==> src/rtl/comar_and_scheduler.sv <==
// Round-robin scheduler sharing one 2-share COMAR AND gadget between N_REQ
// requesters. It supplies fresh masks from an internal LFSR (with seed load
// and warm-up) and carries requester ID/valid through the gadget's 2-cycle
// latency so each result returns to the requester that issued it.
module comar_and_scheduler #(
    parameter int          N_REQ         = 4,
    parameter int          ID_W          = 2,
    parameter int          WARMUP_CYCLES = 16,
    parameter logic [15:0] SEED_DEFAULT  = 16'hACE1
) (
    input  logic                 i_clk,
    input  logic                 i_rst,
    input  logic                 i_seed_load,
    input  logic [15:0]          i_seed,
    input  logic [N_REQ-1:0]     i_req,
    input  logic [2*N_REQ-1:0]   i_req_a,
    input  logic [2*N_REQ-1:0]   i_req_b,
    output logic [N_REQ-1:0]     o_gnt,
    output logic [1:0]           o_g_a,
    output logic [1:0]           o_g_b,
    output logic [5:0]           o_g_r,
    input  logic [1:0]           i_g_c,
    output logic                 o_rsp_valid,
    output logic [ID_W-1:0]      o_rsp_id,
    output logic [1:0]           o_rsp_c,
    output logic                 o_ready
);

    localparam int STAGES = 2;
    localparam int CNT_W  = $clog2(WARMUP_CYCLES + 1);

    typedef enum logic {S_WARMUP, S_RUN} state_t;

    state_t                      r_state, w_state_nxt;
    logic [CNT_W-1:0]            r_cnt, w_cnt_nxt;
    logic [15:0]                 r_lfsr, w_lfsr_nxt;
    logic [ID_W-1:0]             r_ptr;
    logic [STAGES:1]             r_vld_pipe;
    logic [STAGES:1][ID_W-1:0]   r_id_pipe;

    logic                        w_hit;
    logic                        w_issue;
    logic [ID_W-1:0]             w_win;
    logic [ID_W-1:0]             w_cand;
    logic [ID_W:0]               w_idx;

    // Six unrolled steps of x^16+x^14+x^13+x^11+1 (right-shifting Fibonacci);
    // bit 0 is the bit shifted out on each step.
    function automatic logic [15:0] lfsr_adv6(input logic [15:0] s);
        logic [15:0] v;
        v = s;
        for (int k = 0; k < 6; k++)
            v = {v[0] ^ v[2] ^ v[3] ^ v[5], v[15:1]};
        return v;
    endfunction

    // Bits shifted out by the six steps of this cycle are s[5:0], so the
    // mask word is a pure function of the current state.
    assign o_g_r = r_lfsr[5:0];

    // A zero seed would lock the LFSR, so it is replaced by the default.
    assign w_lfsr_nxt = i_seed_load ? ((i_seed == 16'h0) ? SEED_DEFAULT : i_seed)
                                    : lfsr_adv6(r_lfsr);

    // FSM state and warm-up counter register.
    always_ff @(posedge i_clk or posedge i_rst) begin
        if (i_rst) begin
            r_state <= S_WARMUP;
            r_cnt   <= '0;
        end else begin
            r_state <= w_state_nxt;
            r_cnt   <= w_cnt_nxt;
        end
    end

    // Next state: seed load always restarts warm-up; warm-up ends after
    // WARMUP_CYCLES discarded LFSR steps.
    always_comb begin
        w_state_nxt = r_state;
        w_cnt_nxt   = r_cnt;
        if (i_seed_load) begin
            w_state_nxt = S_WARMUP;
            w_cnt_nxt   = '0;
        end else if (r_state == S_WARMUP) begin
            w_cnt_nxt = r_cnt + CNT_W'(1);
            if (r_cnt == CNT_W'(WARMUP_CYCLES - 1))
                w_state_nxt = S_RUN;
        end
    end

    // LFSR register; advances every cycle in both states.
    always_ff @(posedge i_clk or posedge i_rst) begin
        if (i_rst) r_lfsr <= SEED_DEFAULT;
        else       r_lfsr <= w_lfsr_nxt;
    end

    // Round-robin search: scan upward from the pointer with wrap, first
    // asserted request wins.
    always_comb begin
        w_hit  = 1'b0;
        w_win  = '0;
        w_idx  = '0;
        w_cand = '0;
        for (int k = 0; k < N_REQ; k++) begin
            w_idx = (ID_W+1)'(r_ptr) + (ID_W+1)'(k);
            if (w_idx >= (ID_W+1)'(N_REQ))
                w_idx = w_idx - (ID_W+1)'(N_REQ);
            w_cand = w_idx[ID_W-1:0];
            if (!w_hit && i_req[w_cand]) begin
                w_hit = 1'b1;
                w_win = w_cand;
            end
        end
    end

    // Seed load wins over a same-cycle grant.
    assign w_issue = (r_state == S_RUN) && !i_seed_load && w_hit;

    // One-hot grant and operand mux to the gadget; zero when idle.
    always_comb begin
        o_gnt = '0;
        o_g_a = '0;
        o_g_b = '0;
        for (int i = 0; i < N_REQ; i++) begin
            if (w_issue && (w_win == ID_W'(i))) begin
                o_gnt[i] = 1'b1;
                o_g_a    = i_req_a[2*i +: 2];
                o_g_b    = i_req_b[2*i +: 2];
            end
        end
    end

    // Pointer moves past the winner; unchanged on idle cycles.
    always_ff @(posedge i_clk or posedge i_rst) begin
        if (i_rst)
            r_ptr <= '0;
        else if (w_issue)
            r_ptr <= (w_win == ID_W'(N_REQ - 1)) ? '0 : w_win + ID_W'(1);
    end

    // Valid/ID shift register matching the gadget latency; reset drops
    // anything in flight.
    always_ff @(posedge i_clk or posedge i_rst) begin
        if (i_rst) begin
            r_vld_pipe <= '0;
            r_id_pipe  <= '0;
        end else begin
            r_vld_pipe <= {r_vld_pipe[STAGES-1:1], w_issue};
            r_id_pipe  <= {r_id_pipe[STAGES-1:1], w_win & {ID_W{w_issue}}};
        end
    end

    assign o_rsp_valid = r_vld_pipe[STAGES];
    assign o_rsp_id    = r_id_pipe[STAGES];
    assign o_rsp_c     = i_g_c;
    assign o_ready     = (r_state == S_RUN);

endmodule

==> config.mk <==
export PLATFORM = sky130hd
export DESIGN_NAME = comar_and_scheduler
export DESIGN_NICKNAME = d
export VERILOG_FILES = /design/src/rtl/comar_and_scheduler.sv
export SDC_FILE = /design/constraint.sdc
export NUM_CORES = 1
export LEC_CHECK = 0
export ABC_AREA = 0
export ABC_CLOCK_PERIOD_IN_PS = 2260
export BUFFER_PORTS_ARGS = -buffer_cell sky130_fd_sc_hd__buf_2
export CAP_MARGIN = 40
export CORE_MARGIN = 3
export CORE_UTILIZATION = 40
export CTS_CLUSTER_DIAMETER = 80
export DETAILED_ROUTE_END_ITERATION = 8
export GPL_ROUTABILITY_DRIVEN = 0
export PLACE_DENSITY = 0.66
export SLEW_MARGIN = 0
export SYNTH_ARGS = -nofsm -noshare
export SYNTH_HDL_FRONTEND = slang
export SYNTH_SLANG_ARGS = --single-unit
==> constraint.sdc <==
create_clock -name i_clk -period 2.26 [get_ports i_clk]
set_input_delay 0.113 -clock i_clk [delete_from_list [all_inputs] [get_ports i_clk]]
set_output_delay 0.113 -clock i_clk [all_outputs]
set_load 0.05 [all_outputs]
==> impl_results.md <==
- Slew Viols, Final: 0
- WL final: 3.89 mm
- Data required, critical path: 2.15 ns
- Largest net degree at the start of global routing: 31
- Finished Core Util: between 50% and 60%
- P_sw: 0.000556 W
- Most frequent cell after synthesis: dfrtp_1
- Post-synthesis sequential area ratio: 43.9%
- Post-Route Skew: 0.00599 ns
- Ys flop type: dfrtp_1
- Root Driver: clkbuf_8
- WS Path Type: flop to primary output
- CP Launch Type: flop
- CTS Buf Count: 5
- Share of layout cells above drive strength 1: around 54%
- Worst-skew pair later-pin latency: around 0.28 ns
- Post-synth EDFFs: 0
- Failing checks: setup timing
- Post-route minimum period: approximately 2.4 ns
- Hpwl dp: 2.80 mm
- Antenna-violating nets left: 0
- DR WL/cell: 14.2 µm
- Area leader, netlist: dfrtp_1
- Vias per cell: between 5 and 6
- Synth cell count leaders: dfrtp_1, xnor2_1, a21oi_1, buf_4, nor2_1
- First-pass GRT wire length: 6.53 mm
- Fmax: 0.419 GHz
- First DRT Iteration DRCs: 60
- Worst IR Drop VDD: 0.287 mV
- TritonCTS clock tree: built
- Clock share of power: between 20% and 30%
- Clock sink count: 30
- Die width: roughly 70 µm
- Final Power: between 0.0015 and 0.002 W
- Unique masters post-synth: 40
- Leak: about 1.1 nW
- CTS clk-pin slew, worst paths: 0.06 ns
- PwrDens: 758 nW/µm²
- Share of the synthesized area in the top cell type: between 30% and 40%
- Period utilization: 106%
- Clock Path Buffers: 2
- Ys Warns: 0
- Final hold viol count: 0
- Port bufs: 56
- Worst setup margin: -0.128 ns
- Layout Nets: 270
- Post-synth ARST share: 100%
- Syn nets: 205
- Vias in the first global route: 1444
- Initial antenna violation count: 0
- WP data arrival: ~2.3 ns
- Slew @ Worst Pin: 0.477 ns
- Sw frac: 31.6%
- Reg power frac: 40.6%
- Layout overhead on the synthesized area: 33.6%
- Chip Height: slightly above 70 µm
- Core ar.: 4090 µm²
- Worst hold path type: input port to flop
- Total GRT Usage: 16.1%
- Total congestion overflow: 0
- H-tree Lvls: 2
- Status: finished with violations
- Mean area per synthesized cell: about 11 µm²
- Maxcap violations: 0
- Yosys reg bits: 30
- Netlist Area Pre-Place: 1730 µm²
- Die area: 5160 µm²
- Comb power frac: 34.7%
- Mapped Cells: about 160
- Crit. End Element: primary output
- Internal power: 0.00120 W
- Diode count: 0
- Final setup violation count: 4
- Routed vias: 1397
- RSZ-0062 raised after global routing: yes
- I/O Pins: 61
- Synth area leaders: dfrtp_1, dfstp_2, xnor2_1
- First drt pass iteration count: 4
- Slew HR: between 60% and 70%
- Site row count: 23
- Worst-path fanout max: 8
- Detailed-route DRC error count: 0
- Initial Util: a little over two fifths
## path summary, 6_finish.rpt
kind                                         start                 endpoint  slack (ns)  cells after the start
max in group asynchronous                    i_rst      r_lfsr[6]$_DFF_PP1_        1.50                      4
setup / recovery              r_ptr[1]$_DFFE_PP0P_                 o_g_b[1]       -0.13                      9
min in group asynchronous                    i_rst  r_vld_pipe[2]$_DFF_PP0_        0.44                      4
setup reg to reg              r_ptr[1]$_DFFE_PP0P_     r_ptr[1]$_DFFE_PP0P_        0.51                      6
hold / removal                          i_seed[13]     r_lfsr[13]$_DFF_PP1_        0.07                      2
hold reg to reg            r_vld_pipe[1]$_DFF_PP0_  r_vld_pipe[2]$_DFF_PP0_        0.34                      0
## per-stage QoR
step	instance area (µm²)	hold slack [ns]	worst slack, ns	setup TNS [ns]	cells
2_1_floorplan	1780	0.198	0.0000464	0	158
3_3_place_gp	2090	0.200	-0.0764	-0.254	260
3_5_place_dp	2090	0.204	-0.121	-0.363	260
4_1_cts	2270	0.0600	-0.160	-0.576	271
5_1_grt	2320	0.0768	-0.228	-0.867	274
6_report	2320	0.0691	-0.128	-0.463	274
## cell type report
type / instances / area, µm²
clock inverters: 1 / 5.00
fillers: 350 / 1770
multi-input cells: 104 / 923
clock buffers: 7 / 86.3
flip-flops and latches: 30 / 762
repair buffers: 74 / 445
well taps: 50 / 62.6
inverters: 8 / 32.5
## placed cells by master (no fill, tap or decap), types with 2 or more instances in the layout
cell / n
buf_4: 17
o22a_1: 5
a21oi_1: 6
a221o_1: 4
ha_1: 2
and3_2: 4
buf_2: 51
nand2b_1: 2
nand3b_1: 6
clkbuf_8: 6
mux2_2: 8
a21oi_4: 4
xnor2_1: 12
buf_6: 4
mux2i_1: 2
xor2_1: 5
ha_4: 3
a2bb2oi_1: 3
nor4_1: 4
nor2_1: 9
dfstp_2: 8
dfrtp_1: 21
inv_1: 7
nand2_1: 5
## critical path, stage by stage, from the launching register on
cell and delay [ns]:
dfrtp_2 0.45, mux2i_1 0.15, a21boi_1 0.17, and3_4 0.23, ha_4 0.17, buf_4 0.11, a21oi_1 0.05, a221o_1 0.35
a21oi_4 0.14, buf_6 0.17
## kinds of logic (layout without fill, tap and decap cells)
| logic type | after synthesis | count (layout) | synth area share, % |
|---|---|---|---|
| muxes | 11 | 11 | 7.22 |
| and+or+nand+nor | 39 | 39 | 13.8 |
| AOI/OAI and AO/OA | 31 | 31 | 13.4 |
| xor gates and xnor gates | 17 | 17 | 8.59 |
| adders and majority gates | 6 | 6 | 4.33 |
| DFF | 30 | 30 | 43.9 |
| buffers and inverters | 24 | 90 | 8.80 |
## registers in the layout (all words and copies together) (netlist names)
name,count
r_vld_pipe,2
r_lfsr,16
r_cnt,5
r_id_pipe,2
r_ptr,2
o_ready,1
o_rsp_id,2
## power groups by stage
| stage | clock, W | combinational [W] | sequential, W |
|---|---|---|---|
| 2_1_floorplan | 0 | 0.000451 | 0.000707 |
| 3_3_place_gp | 0 | 0.000548 | 0.000719 |
| 3_5_place_dp | 0 | 0.000549 | 0.000724 |
| 4_1_cts | 0.000443 | 0.000582 | 0.000716 |
| 5_1_grt | 0.000473 | 0.000655 | 0.000728 |
| 6_report | 0.000433 | 0.000610 | 0.000713 |
## per-layer routing
layer / share of wire [%] / track usage, % / vias to the layer above
li1: - / - / 679
met1: 42 / 19.3 / 657
met2: 49 / 27.0 / 55
met3: 7.7 / 4.07 / 6
met4: 0.98 / 7.72 / 0
met5: 0 / 0 / -
## what timing repair did
item                       in CTS  in global routing
pin swaps                       6                  4
hold endpoints to repair       22                  0
hold buffers                    1                  0
setup endpoints to repair       6                  5
resized for setup              18                  5
setup buffers                   2                  3
Note: power is estimated with default switching activity, not from simulation.
